`src/rtl/datamem_dp.sv`:
```
// datamem_dp: simple dual-port data memory (one write port, one read port)
// with a post-reset clear sweep, write-first same-address bypass and
// registered one-cycle-latency reads.
//
// Optional feature macro: DATAMEM_PARITY_EN
//   defined   -> each word carries an even-parity bit; par_inject stores the
//                inverted bit so the error path can be exercised; parity_err
//                flags a mismatch alongside read_valid.
//   undefined -> no parity storage, par_inject ignored, parity_err tied 0.
module datamem_dp #(
  parameter int DATA_W = 8,
  parameter int ADDR_W = 8
) (
  input  logic              clk,
  input  logic              rst,
  input  logic              mem_write,
  input  logic [ADDR_W-1:0] write_addr,
  input  logic [DATA_W-1:0] write_data,
  input  logic              par_inject,
  input  logic              mem_read,
  input  logic [ADDR_W-1:0] read_addr,
  output logic [DATA_W-1:0] read_data,
  output logic              read_valid,
  output logic              busy,
  output logic              parity_err
);

  localparam int DEPTH = 1 << ADDR_W;
  localparam logic [ADDR_W-1:0] LAST_ADDR = {ADDR_W{1'b1}};

  typedef enum logic {
    CLEAR = 1'b0,
    READY = 1'b1
  } state_t;

  state_t            state;
  logic [ADDR_W-1:0] clr_ptr;

  // Storage array: never reset, zeroed by the clear sweep instead.
  logic [DATA_W-1:0] mem [DEPTH];

  // Unified write port: the sweep and user writes share it, they never overlap.
  logic              wr_en;
  logic [ADDR_W-1:0] wr_addr;
  logic [DATA_W-1:0] wr_data;
  logic              rd_en;
  logic              bypass;

  // Select the write-port source and qualify requests with the FSM state.
  always_comb begin
    wr_en   = 1'b0;
    wr_addr = clr_ptr;
    wr_data = '0;
    rd_en   = 1'b0;
    bypass  = 1'b0;
    if (!rst) begin
      if (state == CLEAR) begin
        wr_en = 1'b1;
      end else begin
        rd_en = mem_read;
        if (mem_write) begin
          wr_en   = 1'b1;
          wr_addr = write_addr;
          wr_data = write_data;
        end
        bypass = mem_read && mem_write && (write_addr == read_addr);
      end
    end
  end

  // Control FSM: sweep every word once after reset, then serve requests.
  always_ff @(posedge clk) begin
    if (rst) begin
      state   <= CLEAR;
      clr_ptr <= '0;
      busy    <= 1'b1;
    end else begin
      case (state)
        CLEAR: begin
          clr_ptr <= clr_ptr + 1'b1;
          if (clr_ptr == LAST_ADDR) begin
            state <= READY;
            busy  <= 1'b0;
          end
        end
        READY: begin
          busy <= 1'b0;
        end
        default: begin
          state <= CLEAR;
          busy  <= 1'b1;
        end
      endcase
    end
  end

  // Array write port.
  always_ff @(posedge clk) begin
    if (wr_en) begin
      mem[wr_addr] <= wr_data;
    end
  end

  // Registered read with write-first bypass on a same-address collision.
  always_ff @(posedge clk) begin
    if (rst) begin
      read_data  <= '0;
      read_valid <= 1'b0;
    end else begin
      read_valid <= rd_en;
      if (rd_en) begin
        read_data <= bypass ? write_data : mem[read_addr];
      end
    end
  end

`ifdef DATAMEM_PARITY_EN
  // Stored parity bits, one per word, written alongside the data array.
  logic par_mem [DEPTH];
  logic wr_par;
  logic rd_par;

  // Sweep stores correct parity of zero (0); user writes may invert it.
  assign wr_par = (state == CLEAR) ? 1'b0 : ((^write_data) ^ par_inject);

  // Parity array write port.
  always_ff @(posedge clk) begin
    if (wr_en) begin
      par_mem[wr_addr] <= wr_par;
    end
  end

  // Fetch the stored parity bit in step with read_data.
  always_ff @(posedge clk) begin
    if (rst) begin
      rd_par <= 1'b0;
    end else if (rd_en) begin
      rd_par <= bypass ? wr_par : par_mem[read_addr];
    end
  end

  // Recompute parity on the registered word; only meaningful with read_valid.
  assign parity_err = read_valid & (rd_par ^ (^read_data));
`else
  logic unused_par_inject;
  assign unused_par_inject = par_inject;
  assign parity_err        = 1'b0;
`endif

endmodule

```
`config.mk`:
```
export PLATFORM = sky130hd
export DESIGN_NAME = datamem_dp
export DESIGN_NICKNAME = d
export VERILOG_FILES = /design/src/rtl/datamem_dp.sv
export SDC_FILE = /design/constraint.sdc
export NUM_CORES = 2
export LEC_CHECK = 0
export CAP_MARGIN = 20
export CORE_MARGIN = 8
export CORE_UTILIZATION = 23
export DETAILED_ROUTE_END_ITERATION = 8
export HOLD_SLACK_MARGIN = 0.08
export MAX_ROUTING_LAYER = met4
export SYNTH_ARGS = -nofsm -noshare
export SYNTH_HDL_FRONTEND = slang
export SYNTH_SLANG_ARGS = --single-unit
```
`constraint.sdc`:
```
create_clock -name clk -period 19.9 [get_ports clk]
set_clock_uncertainty 0.15 [all_clocks]
set_input_delay 5.97 -clock clk [delete_from_list [all_inputs] [get_ports clk]]
set_output_delay 5.97 -clock clk [all_outputs]
set_load 0.02 [all_outputs]
```
== After elaboration in Yosys (flattened, before gate mapping) ==
Memory sizes are Yosys's and may differ from the RTL's. A register that Yosys moved wholly into a read port is not among the register bits.
Index checks and enable logic that the tools add are counted.
Widths: inputs -> output; s select.

* Memory bits (writable): 2048
* Bits of input ports: 29
* Memories kept: 1
* Flip-flop bits (word level): 11
* Output and inout port bits: 11
* Word-level logic and storage cells: 26

{| class="wikitable"
|+ Memories
! name !! depth !! width !! read ports !! clocked after memory_dff !! write ports !! RTL line !! RTL
|-
| mem || 256 || 8 || 1 || 1 || 1 || 40 || <nowiki>logic [DATA_W-1:0] mem [DEPTH];</nowiki>
|}

* Add/sub/neg operators: 1
* Bitwise gates (word level): 1
* Mux-type cells: 17
* Eq/ne operators: 2

{| class="wikitable"
|+ Operators by type and width
! kind !! number
|-
| $mux 8 || 6
|-
| $mux 1 || 10
|-
| $add 8x1->8 const B || 1
|-
| $eq 8x8->1 const B || 1
|-
| $ne 2x1->1 const B || 1
|-
| $pmux 1 s2 || 1
|-
| $not 1->1 || 1
|}

== Logic depth before layout (Yosys ltp) ==
* Depth in word-level cells: 5
* Mapped depth: 13

== Worst setup path before layout ==
No wires, ideal clock.

* Kind: input-to-reg
* From: in rst
* To: mem mem[0][1], data pin
* Data arrival time: 10052 ps
* Stages: 4
* Slack: 8826 ps
* Library setup time: 873 ps
* Cell sequence: and3b_1 clkbuf_1 clkbuf_1 and2_1

* Longest elaborated chain between the ends: 1

{| class="wikitable"
|+ Ends and longest elaborated chain
! item !! RTL line !! RTL
|-
| from (decl) || 15 || <nowiki>input logic rst,</nowiki>
|-
| $mux 8 || 56 || <nowiki>if (!rst) begin</nowiki>
|-
| named net wr_data[1] || 45 || <nowiki>logic [DATA_W-1:0] wr_data;</nowiki>
|-
| to (decl) || 40 ||
|}

The timed path passes the listed nets, and every way through them passes these cells.

==> flow_summary_export.csv <==
group,metric,value,unit
status,status,"finished clean",
grt,grt_use_total,11.6,%
clock_network,path_clk_slew,60,ps
yosys,synth.distinct_cells,84,
floorplanning,die_area,373000,µm²
place,place.gp.congestion,0.880,
place,place_hpwl,137000,µm
grt,antenna_found_initial,17,
cells_and_area,final_util,26.4,%
cells_and_area,layout-drive-gt1-share,20.2,%
drt,drt_iter0_drc,4844,
clock_network,tritoncts,"done",
sta,relSlewSlack,21.6,%
cells_and_area,final_net_count,4094,
sta,worst_pin_slew,1170,ps
grt,grt_max_degree,114,
grt,grt_pass1_wl,309000,µm
drt,wl_per_cell,24.3,µm
sta,period_minus_slack,10460,ps
setup_path,required,20520,ps
clock_network,clock_latency,850,ps
clock_network,cts_buffer_depth,3,
drt,route.met3.wl,16800,µm
yosys,yosys_warnings,0,
sta,clock.fmax,95.6,MHz
floorplanning,die_y,611,µm
cells_and_area,layout.cells.most_common_list,"edfxtp_1 (2048), mux4_2 (419), nor2_1 (305)",
run,cap_violations,0,
floorplanning,boundaryPins,40,
sta,grt_setup_unrepaired,"no",
floorplanning,initial_utilization,23.1,%
sta,whs,365,ps
clock_network,cts-hold-fix-buffers,0,
yosys,synth-seq-cells,2067,
yosys,ys.flop_type,"edfxtp_1",
grt,grt_pass1_vias,40900,
worst_hold_path,hold_depth,2,
yosys,async_flop_share,0,%
yosys,syn-num-nets,3990,
yosys,synth_edf_count,2048,
power_and_ir_drop,p_int,6.87,mW
place,pre_cts_slack,8620,ps
worst_hold_path,worstHoldPathType,"reg2reg",
power_and_ir_drop,seq_power_share,54.4,%
sta,hold_viol,0,
setup_path,endpoint_kind,"flip-flop",
floorplanning,die_w,611,µm
power_and_ir_drop,ir_drop,0.0937,mV
setup_path,path_class,"in2reg",
drt,vias,40600,
sta,fin_ws,9440,ps
yosys,syn_inst,3960,
sta,fin_crit_sh,52.6,%
power_and_ir_drop,power.clock.fraction,42.3,%
drt,dr.pass1.iters,6,
drt,routed_wl,218000,µm
clock_network,ctsHtreeMaxLevel,4,
drt,wl_met1,86800,µm
drt,ant_nets,0,
drt,routed_via_density,4.52,
setup_path,rr_worst_depth,6,
clock_network,numCtsBuffers,198,
power_and_ir_drop,combPwrFrac,3.3,%
sta,setup_viol,0,
power_and_ir_drop,sw_frac_of_total,20.8,%
yosys,netlist_area,81500,µm²
sta,fin_setup_tns,0,ps
cells_and_area,layout_commonest_cell,"edfxtp_1",
setup_path,critPathLaunchType,"input port",
yosys,syn_avg_cell_area,20.6,µm²
floorplanning,rows,218,
place,io_buffers,37,
power_and_ir_drop,p_sw,1.80,mW
drt,drc,0,
cells_and_area,syn_to_final_growth,14.3,%
power_and_ir_drop,leakagePower,32.0,nW
drt,met2_length,107000,µm
power_and_ir_drop,pwr_density_cell,93.1,nW/µm²
clock_network,cts-root-buf,"clkbuf_16",
setup_path,cp_max_fo,39,
yosys,yosysSeqAreaShare,76.0,%
sta,drv_slew,0,
clock_network,cts.sinks,2067,
setup_path,arrival,11080,ps
clock_network,post_cts_buffers,0,
drt,top_layer_used,"met4",
grt,grt_overflow_total,0,
floorplanning,coreArea,353000,µm²
cells_and_area,final.fill_count,35000,
clock_network,cts-resized-gates,0,
-- cell type report --
cell class,count,area (µm²),share of cell area (%)
diodes,10,25.0,0.0269
clock buffers,271,5390,5.79
clock inverters,93,880,0.945
inverters,9,33.8,0.0363
multi-input cells,1655,17800,19.1
flip-flops and latches,2067,61900,66.5
well taps,4730,5920,6.36
repair buffers,133,1190,1.28
-- layer usage --
layer	vias to the layer above	global-route usage (%)
met5	-	-
met4	0	4.20
met3	365	2.11
met2	1784	18.7
met1	21700	14.6
li1	16700	-
-- kinds of logic after synthesis --
logic type	count (synthesis)	share of synthesized area, %
flip-flops	2067	76.0
multiplexers	632	14.8
AND/OR/NAND/NOR	630	3.49
XOR/XNOR	15	0.161
adder cells (fa/ha/maj)	1	0.0154
other	1	0.00460
AO/OA/AOI/OAI	376	3.30
buffers and inverters	238	2.24
-- power by group through the flow --
stage               Combinational (mW)  Clock [mW]  Sequential (mW)
floorplan                        0.195           0             4.81
global placement                 0.288           0             4.81
detailed placement               0.288           0             4.81
CTS                              0.289        3.71             4.72
global route                     0.298        3.86             4.71
finish                           0.288        3.67             4.72
-- path summary, 6_finish.rpt --
path                                    end  slack (ps)               from
setup / recovery  read_data[0]$_SDFFE_PP0P_        9440       read_addr[1]
hold reg to reg           busy$_SDFFE_PP1P_         360  busy$_SDFFE_PP1P_
setup reg to reg       mem[28][3]$_DFFE_PP_       15150   state$_SDFF_PP0_
hold / removal            busy$_SDFFE_PP1P_         360  busy$_SDFFE_PP1P_
-- cell usage after synthesis (13+ instances only) --
master    instances  share of area (%)
a211oi_1         20               0.18
a21oi_1          61               0.37
a221oi_1         14               0.15
a22o_1           15               0.16
a22oi_1          69               0.64
and2_1           14               0.11
buf_2            48               0.29
buf_4            26               0.24
buf_6            42               0.58
buf_8            15               0.28
clkbuf_1         69               0.32
dfxtp_1          19               0.47
edfxtp_1       2048                 76
mux2_2           25               0.35
mux2i_1         159                2.0
mux4_1           29               0.94
mux4_2          419                 12
nand2_1         124               0.57
nand2b_1         13               0.10
nand3_1          49               0.30
nand3b_1         16               0.15
nor2_1          307                1.4
nor2b_1          25               0.19
nor3_1           25               0.15
o21ai_0          28               0.17
o221ai_1         24               0.26
o22ai_1          58               0.45
o31ai_1          14               0.13
-- flip-flops by register name (all words and copies together), names as in the netlist --
register	flops
clr_ptr	8
read_valid	1
read_data	8
busy	1
state	1
mem	2048
-- metrics by stage --
stage / area [µm²] / power [mW] / instances
after floorplan: 81500 / 5.00 / 3960
after global placement: 86700 / 5.10 / 8590
after detailed placement: 86700 / 5.10 / 8590
after CTS: 93000 / 8.72 / 8954
after global routing: 93100 / 8.87 / 8965
final: 93100 / 8.67 / 8968
-- worst max-delay path, cell delays in order --
cell	delay (ps)
buf_8	250
buf_4	590
buf_4	520
buf_4	570
nand2b_1	690
buf_4	390
o22ai_1	150
a2111oi_0	930
a211oi_1	130
nand4_1	250
o32ai_1	250
o31ai_1	260
Note: power is estimated with default switching activity, not from simulation.
